===== src/rtl/menu_sprite_renderer.sv =====
// rtl/menu_sprite_renderer.sv - menu sprite pixel stage: window test, frame ROM address, palette lookup, sync delay
// Optional feature macro: MENU_ANIM_EN (alternate menu image 0/1 every FRAMES_PER_TOGGLE frames).
// Palette contents (32 x 12-bit {R,G,B}) come from the PALETTE parameter; index 0 is transparent.
// Ports:
//   pixel_clk                  pixel clock, all state on the rising edge
//   reset_n                    synchronous active-low reset
//   menu_active                1 = draw the menu, 0 = output black
//   drawX, drawY               current pixel column/row from the VGA timing generator
//   hs_in, vs_in               syncs from the timing generator, active-low
//   blank_in                   1 = active video
//   rom_addr                   registered frame ROM read address
//   rom_data0, rom_data1       palette indices from the combinational ROMs of images 0 and 1
//   red, green, blue           registered 4:4:4 RGB
//   hs_out, vs_out, blank_out  timing inputs delayed by 3 cycles
//   img_sel                    image currently shown
module menu_sprite_renderer #(
  parameter int          IMG_W             = 450,
  parameter int          IMG_H             = 370,
  parameter int          X0                = 95,
  parameter int          Y0                = 55,
  parameter logic [11:0] BG_COLOR          = 12'h000,
  parameter int          FRAMES_PER_TOGGLE = 30,
  parameter logic [11:0] PALETTE [32]      = '{
    12'h000, 12'hFFF, 12'hF00, 12'h0F0, 12'h00F, 12'hFF0, 12'h0FF, 12'hF0F,
    12'h888, 12'h444, 12'hCCC, 12'h800, 12'h080, 12'h008, 12'h880, 12'h088,
    12'h808, 12'hF80, 12'h8F0, 12'h08F, 12'hF08, 12'h0F8, 12'h80F, 12'hFA5,
    12'h5AF, 12'hA5F, 12'h333, 12'h666, 12'h999, 12'hBBB, 12'hDDD, 12'hEEE
  }
) (
  input  logic        pixel_clk,
  input  logic        reset_n,
  input  logic        menu_active,
  input  logic [9:0]  drawX,
  input  logic [9:0]  drawY,
  input  logic        hs_in,
  input  logic        vs_in,
  input  logic        blank_in,
  output logic [18:0] rom_addr,
  input  logic [4:0]  rom_data0,
  input  logic [4:0]  rom_data1,
  output logic [3:0]  red,
  output logic [3:0]  green,
  output logic [3:0]  blue,
  output logic        hs_out,
  output logic        vs_out,
  output logic        blank_out,
  output logic        img_sel
);

  // Stage 1: window test and sprite-relative coordinates
  logic       in_win1_q, in_win1_d;
  logic [8:0] rx1_q, rx1_d;
  logic [8:0] ry1_q, ry1_d;
  logic       hs1_q, hs1_d, vs1_q, vs1_d, blank1_q, blank1_d, act1_q, act1_d;

  // Stage 2: ROM address
  logic [18:0] rom_addr_q, rom_addr_d;
  logic        in_win2_q, in_win2_d;
  logic        hs2_q, hs2_d, vs2_q, vs2_d, blank2_q, blank2_d, act2_q, act2_d;

  // Stage 3: colour
  logic [11:0] rgb_q, rgb_d;
  logic        hs3_q, hs3_d, vs3_q, vs3_d, blank3_q, blank3_d;

  logic [4:0]  idx;

`ifdef MENU_ANIM_EN
  localparam int CNT_W = (FRAMES_PER_TOGGLE > 1) ? $clog2(FRAMES_PER_TOGGLE) : 1;
  logic [CNT_W-1:0] frame_cnt_q, frame_cnt_d;
  logic             img_sel_q, img_sel_d;
  logic             vs_fall;
`else
  localparam int unused_frames_per_toggle = FRAMES_PER_TOGGLE;
  logic unused_rom_data1;
  assign unused_rom_data1 = ^rom_data1;
`endif

  always_comb begin
    // Stage 1
    in_win1_d = menu_active
             && (int'(drawX) >= X0) && (int'(drawX) < X0 + IMG_W)
             && (int'(drawY) >= Y0) && (int'(drawY) < Y0 + IMG_H);
    rx1_d    = 9'(drawX - 10'(X0));
    ry1_d    = 9'(drawY - 10'(Y0));
    hs1_d    = hs_in;
    vs1_d    = vs_in;
    blank1_d = blank_in;
    act1_d   = menu_active;

    // Stage 2: full-width multiply so the last row (ry=369) does not wrap
    rom_addr_d = in_win1_q ? (19'(ry1_q) * 19'(IMG_W) + 19'(rx1_q)) : 19'd0;
    in_win2_d  = in_win1_q;
    hs2_d      = hs1_q;
    vs2_d      = vs1_q;
    blank2_d   = blank1_q;
    act2_d     = act1_q;

    // Stage 3: ROM data belongs to the address registered in stage 2
`ifdef MENU_ANIM_EN
    idx = img_sel_q ? rom_data1 : rom_data0;
`else
    idx = rom_data0;
`endif
    if (!blank2_q || !act2_q) begin
      rgb_d = 12'h000;
    end else if (!in_win2_q || idx == 5'd0) begin
      rgb_d = BG_COLOR;
    end else begin
      rgb_d = PALETTE[idx];
    end
    hs3_d    = hs2_q;
    vs3_d    = vs2_q;
    blank3_d = blank2_q;

`ifdef MENU_ANIM_EN
    // vs1_q holds the previous vs_in sample, so this flags the first low cycle of vsync
    vs_fall     = vs1_q && !vs_in;
    frame_cnt_d = frame_cnt_q;
    img_sel_d   = img_sel_q;
    if (vs_fall && menu_active) begin
      if (frame_cnt_q == CNT_W'(FRAMES_PER_TOGGLE - 1)) begin
        frame_cnt_d = '0;
        img_sel_d   = !img_sel_q;
      end else begin
        frame_cnt_d = frame_cnt_q + 1'b1;
      end
    end
`endif
  end

  always_ff @(posedge pixel_clk) begin
    if (!reset_n) begin
      in_win1_q  <= 1'b0;
      rx1_q      <= '0;
      ry1_q      <= '0;
      hs1_q      <= 1'b1;
      vs1_q      <= 1'b1;
      blank1_q   <= 1'b0;
      act1_q     <= 1'b0;
      rom_addr_q <= '0;
      in_win2_q  <= 1'b0;
      hs2_q      <= 1'b1;
      vs2_q      <= 1'b1;
      blank2_q   <= 1'b0;
      act2_q     <= 1'b0;
      rgb_q      <= '0;
      hs3_q      <= 1'b1;
      vs3_q      <= 1'b1;
      blank3_q   <= 1'b0;
`ifdef MENU_ANIM_EN
      frame_cnt_q <= '0;
      img_sel_q   <= 1'b0;
`endif
    end else begin
      in_win1_q  <= in_win1_d;
      rx1_q      <= rx1_d;
      ry1_q      <= ry1_d;
      hs1_q      <= hs1_d;
      vs1_q      <= vs1_d;
      blank1_q   <= blank1_d;
      act1_q     <= act1_d;
      rom_addr_q <= rom_addr_d;
      in_win2_q  <= in_win2_d;
      hs2_q      <= hs2_d;
      vs2_q      <= vs2_d;
      blank2_q   <= blank2_d;
      act2_q     <= act2_d;
      rgb_q      <= rgb_d;
      hs3_q      <= hs3_d;
      vs3_q      <= vs3_d;
      blank3_q   <= blank3_d;
`ifdef MENU_ANIM_EN
      frame_cnt_q <= frame_cnt_d;
      img_sel_q   <= img_sel_d;
`endif
    end
  end

  assign rom_addr  = rom_addr_q;
  assign red       = rgb_q[11:8];
  assign green     = rgb_q[7:4];
  assign blue      = rgb_q[3:0];
  assign hs_out    = hs3_q;
  assign vs_out    = vs3_q;
  assign blank_out = blank3_q;
`ifdef MENU_ANIM_EN
  assign img_sel   = img_sel_q;
`else
  assign img_sel   = 1'b0;
`endif

endmodule

===== config.mk =====
export PLATFORM = sky130hd
export DESIGN_NAME = menu_sprite_renderer
export DESIGN_NICKNAME = d
export VERILOG_FILES = /design/src/rtl/menu_sprite_renderer.sv
export SDC_FILE = /design/constraint.sdc
export NUM_CORES = 1
export LEC_CHECK = 0
export ABC_AREA = 0
export BUFFER_PORTS_ARGS = -buffer_cell sky130_fd_sc_hd__buf_2
export CAP_MARGIN = 5
export CORE_ASPECT_RATIO = 0.8
export CORE_MARGIN = 3
export CORE_UTILIZATION = 30
export CTS_CLUSTER_DIAMETER = 50
export DETAILED_ROUTE_END_ITERATION = 12
export HOLD_SLACK_MARGIN = 0.05
export PLACE_DENSITY_LB_ADDON = 0.1
export SKIP_CTS_REPAIR_TIMING = 1
export SLEW_MARGIN = 20
export SYNTH_ARGS = -nofsm -noshare
export SYNTH_HDL_FRONTEND = slang
export SYNTH_SLANG_ARGS = --single-unit

===== constraint.sdc =====
create_clock -name pixel_clk -period 5.7 [get_ports pixel_clk]
set_input_delay 0.855 -clock pixel_clk [delete_from_list [all_inputs] [get_ports pixel_clk]]
set_output_delay 0.855 -clock pixel_clk [all_outputs]
set_load 0.02 [all_outputs]

==> impl_results.md <==
- Outcome: finished, final reports clean
- CTS Buffer Depth: 2
- TNS Setup: 0 ns
- Yosys reg bits: 62
- Max Slew Vio Count: 0
- Final Total Pwr: 1.488 mW
- Cells after Synth: 447
- Top delay family on crit path: adder cells
- Period utilization: 80.89%
- H-tree depth: 3
- Crit Reg-Reg Startpoint: ry1_q[1]
- HP Start: vs1_q
- Synthesized netlist net count: 556
- DRC violation count after routing: 0
- R2R Setup Slk: 1.09 ns
- I/O pins: 71
- Total GRT Usage: 12.29%
- Top FF cell, synth: dfxtp_1
- DR vias/cell: 4.628
- WL per Instance: 12.73 µm
- Slew HR: 60.15%
- Core Region: 13,150 µm²
- Num CTS Buffers: 9
- Ys Warns: 0
- Pleak: 2.296 nW
- Largest net degree at the start of global routing: 33
- Worst path cell trace: inv_1 > fa_1 > inv_1 > ha_1 > fa_1 > ha_1 > inv_1 > fa_1 > nand2b_1 > a21oi_1 > xor2_1 > nand3_1 > nor4b_1 > nor4b_2
- Skew-Pair Late Insertion Delay: 0.33 ns
- PwrDens: 302.2 nW/µm²
- Max-cap violations: 0
- Max stage delay on crit path: 0.55 ns
- Cell area after synthesis: 4136 µm²
- EDFF count, synth: 0
- Final Setup Violations: 0
- Fmax: 216.9 MHz
- Critical path type: register to register
- Final hold viol count: 0
- CTS tree: built
- Number of diodes: 0
- R2R cell count: 14
- CTS root buf: clkbuf_16
- Avg Inst Size Synth: 9.254 µm²
- Die width: 137.3 µm
- Crit path to: rom_addr[18]
- Die H: 111.0 µm
- DR vias: 3,170
- Clk pin slew, worst setup/hold paths: 0.06 ns
- Setup crit start kind: register
- Worst EP required: 5.94 ns
- Hold crit path type: register to register
- Die ar.: 15,240 µm²
- Maximum resistive drop on vdd: 0.1415 mV
- Crit path launch: ry1_q[1]
- Port bufs: 64
- R2R Path End: rom_addr[18]
- Initial Util: 31.46%
- Post-layout util: 37.46%
- Fraction of registers with async set/reset: 0%
- Site Rows: 37
- Crit path DAT: 4.85 ns
- Initial antenna violation count: 0
- CP max-delay cell: fa_1
- Unrepaired setup endpoints after global routing: no
- Layout cell share with drive strength beyond 1: 18.24%
- Final Critical Period: 4.611 ns
- Dpl ws: 1.080 ns
- Buf/Inv on CP: 3
- First-pass GRT wire length: 15.14 mm
- CTS sink cnt: 62
- First-pass iteration count of the detailed router: 4
- Hpwl dp: 6.957 mm
- Skew final: 0.007386 ns
- Seq/Total Area, Yosys: 30.01%
- Critical path capture point type: register
- Remaining global-route overflow: 0
- Post-route antenna net violation count: 0
- Layout net count: 614
- Final WL: 8.720 mm
- WP depth: 14
- Placer congestion estimate: 0.8054
- Number of global-route vias before repair: 3,070
- Yosys cell types: 62
- Critical Path Fanout Max: 4
- Setup ws final: 1.089 ns
- 1st-iter DRT viols: 151
- Worst Tran Pin Value: 0.5827 ns
- Area growth, synth to finish: 19.06%
worst reg2reg max path, delay by kind of cell, from the launching register on:
family | cells | cell delay, ns
adders and majority gates | 5 | 2.09
and+or+nand+nor | 4 | 1.08
DFF | 1 | 0.43
xor gates and xnor gates | 1 | 0.35
AOI/OAI and AO/OA | 1 | 0.32
buffers and inverters | 3 | 0.24
cell usage after synthesis (4+ instances only):
master | n | area [µm²]
o21ai_0 | 15 | 75.07
ha_1 | 62 | 775.7
nor2_1 | 29 | 108.9
dfxtp_1 | 62 | 1241
nand2_1 | 24 | 90.09
xor2_1 | 11 | 96.34
inv_1 | 31 | 116.4
mux2i_1 | 5 | 50.05
fa_1 | 11 | 220.2
a21oi_1 | 28 | 140.1
a21o_1 | 4 | 30.03
nor3b_1 | 4 | 30.03
and2_1 | 18 | 112.6
and3_1 | 5 | 31.28
clkbuf_1 | 13 | 48.80
a211oi_1 | 9 | 67.56
nand3_1 | 10 | 50.05
xnor2_1 | 16 | 140.1
nor2b_1 | 10 | 62.56
nor3_1 | 7 | 35.03
a31oi_1 | 4 | 25.02
nand2b_1 | 11 | 68.82
o21a_1 | 6 | 45.04
logic make-up (layout without fill, tap and decap cells):
| group | after synthesis | count (layout) | share of synthesized area, % |
|---|---|---|---|
| and+or+nand+nor | 138 | 138 | 18.15 |
| AOI/OAI and AO/OA | 91 | 91 | 14.94 |
| adders and majority gates | 73 | 73 | 24.08 |
| DFF | 62 | 62 | 30.01 |
| buffers and inverters | 48 | 111 | 4.719 |
| xor gates and xnor gates | 27 | 27 | 5.717 |
| muxes | 7 | 7 | 2.299 |
| other | 1 | 1 | 0.09066 |
cells in the final DEF, fill, tap and decap left out, drive strengths merged, types with 11 or more instances in the layout:
cell type	count
buf	64
ha	62
dfxtp	62
inv	34
nor2	29
a21oi	29
nand2	24
and2	18
xnor2	16
o21ai	15
nand2b	11
xor2	11
fa	11
nand3	11
layer usage:
layer	GRT usage, %	wire, µm	vias to the layer above
met4	3.524	127	0
met3	3.131	433	12
met5	0	0	-
met2	16.14	3213	78
met1	19.31	4946	1405
li1	-	-	1675
state kept, by name, summed over array words and instances (netlist names):
signal,count
rx1_q,9
hs1_q,1
blank2_q,1
ry1_q,9
in_win1_q,1
blank1_q,1
rom_addr,19
vs2_q,1
rgb_q,12
hs2_q,1
act1_q,1
blank_out,1
in_win2_q,1
act2_q,1
hs_out,1
vs1_q,1
vs_out,1
layout make-up:
class / count / area, µm²
well taps: 175 / 219.0
fillers: 1374 / 8223
flip-flops and latches: 62 / 1241
multi-input cells: 337 / 2700
repair buffers: 64 / 320.3
inverters: 31 / 116.4
clock inverters: 7 / 102.6
clock buffers: 9 / 225.2
how the worst min path moves through the flow:
stage | to | slack, ns | cells after the start
3_5_place_dp | hs2_q | 0.39 | 1
3_3_place_gp | hs_out | 0.40 | 1
5_1_grt | vs2_q | 0.42 | 1
2_1_floorplan | hs2_q | 0.39 | 1
4_1_cts | hs2_q | 0.41 | 1
6_report | vs2_q | 0.40 | 1
power by group:
group	internal, mW	switching, mW
clock	0.388	0.206
sequential	0.449	0.0133
combinational	0.189	0.244
through the flow:
stage          hold slack [ns]  cell area (µm²)  instances
6_report                0.4049             4925        685
5_1_grt                 0.4237             4925        685
4_1_cts                 0.4083             4925        685
3_5_place_dp            0.3936             4597        669
3_3_place_gp            0.3957             4597        669
2_1_floorplan           0.3863             4136        447
Power figures use the tool's default switching activity.
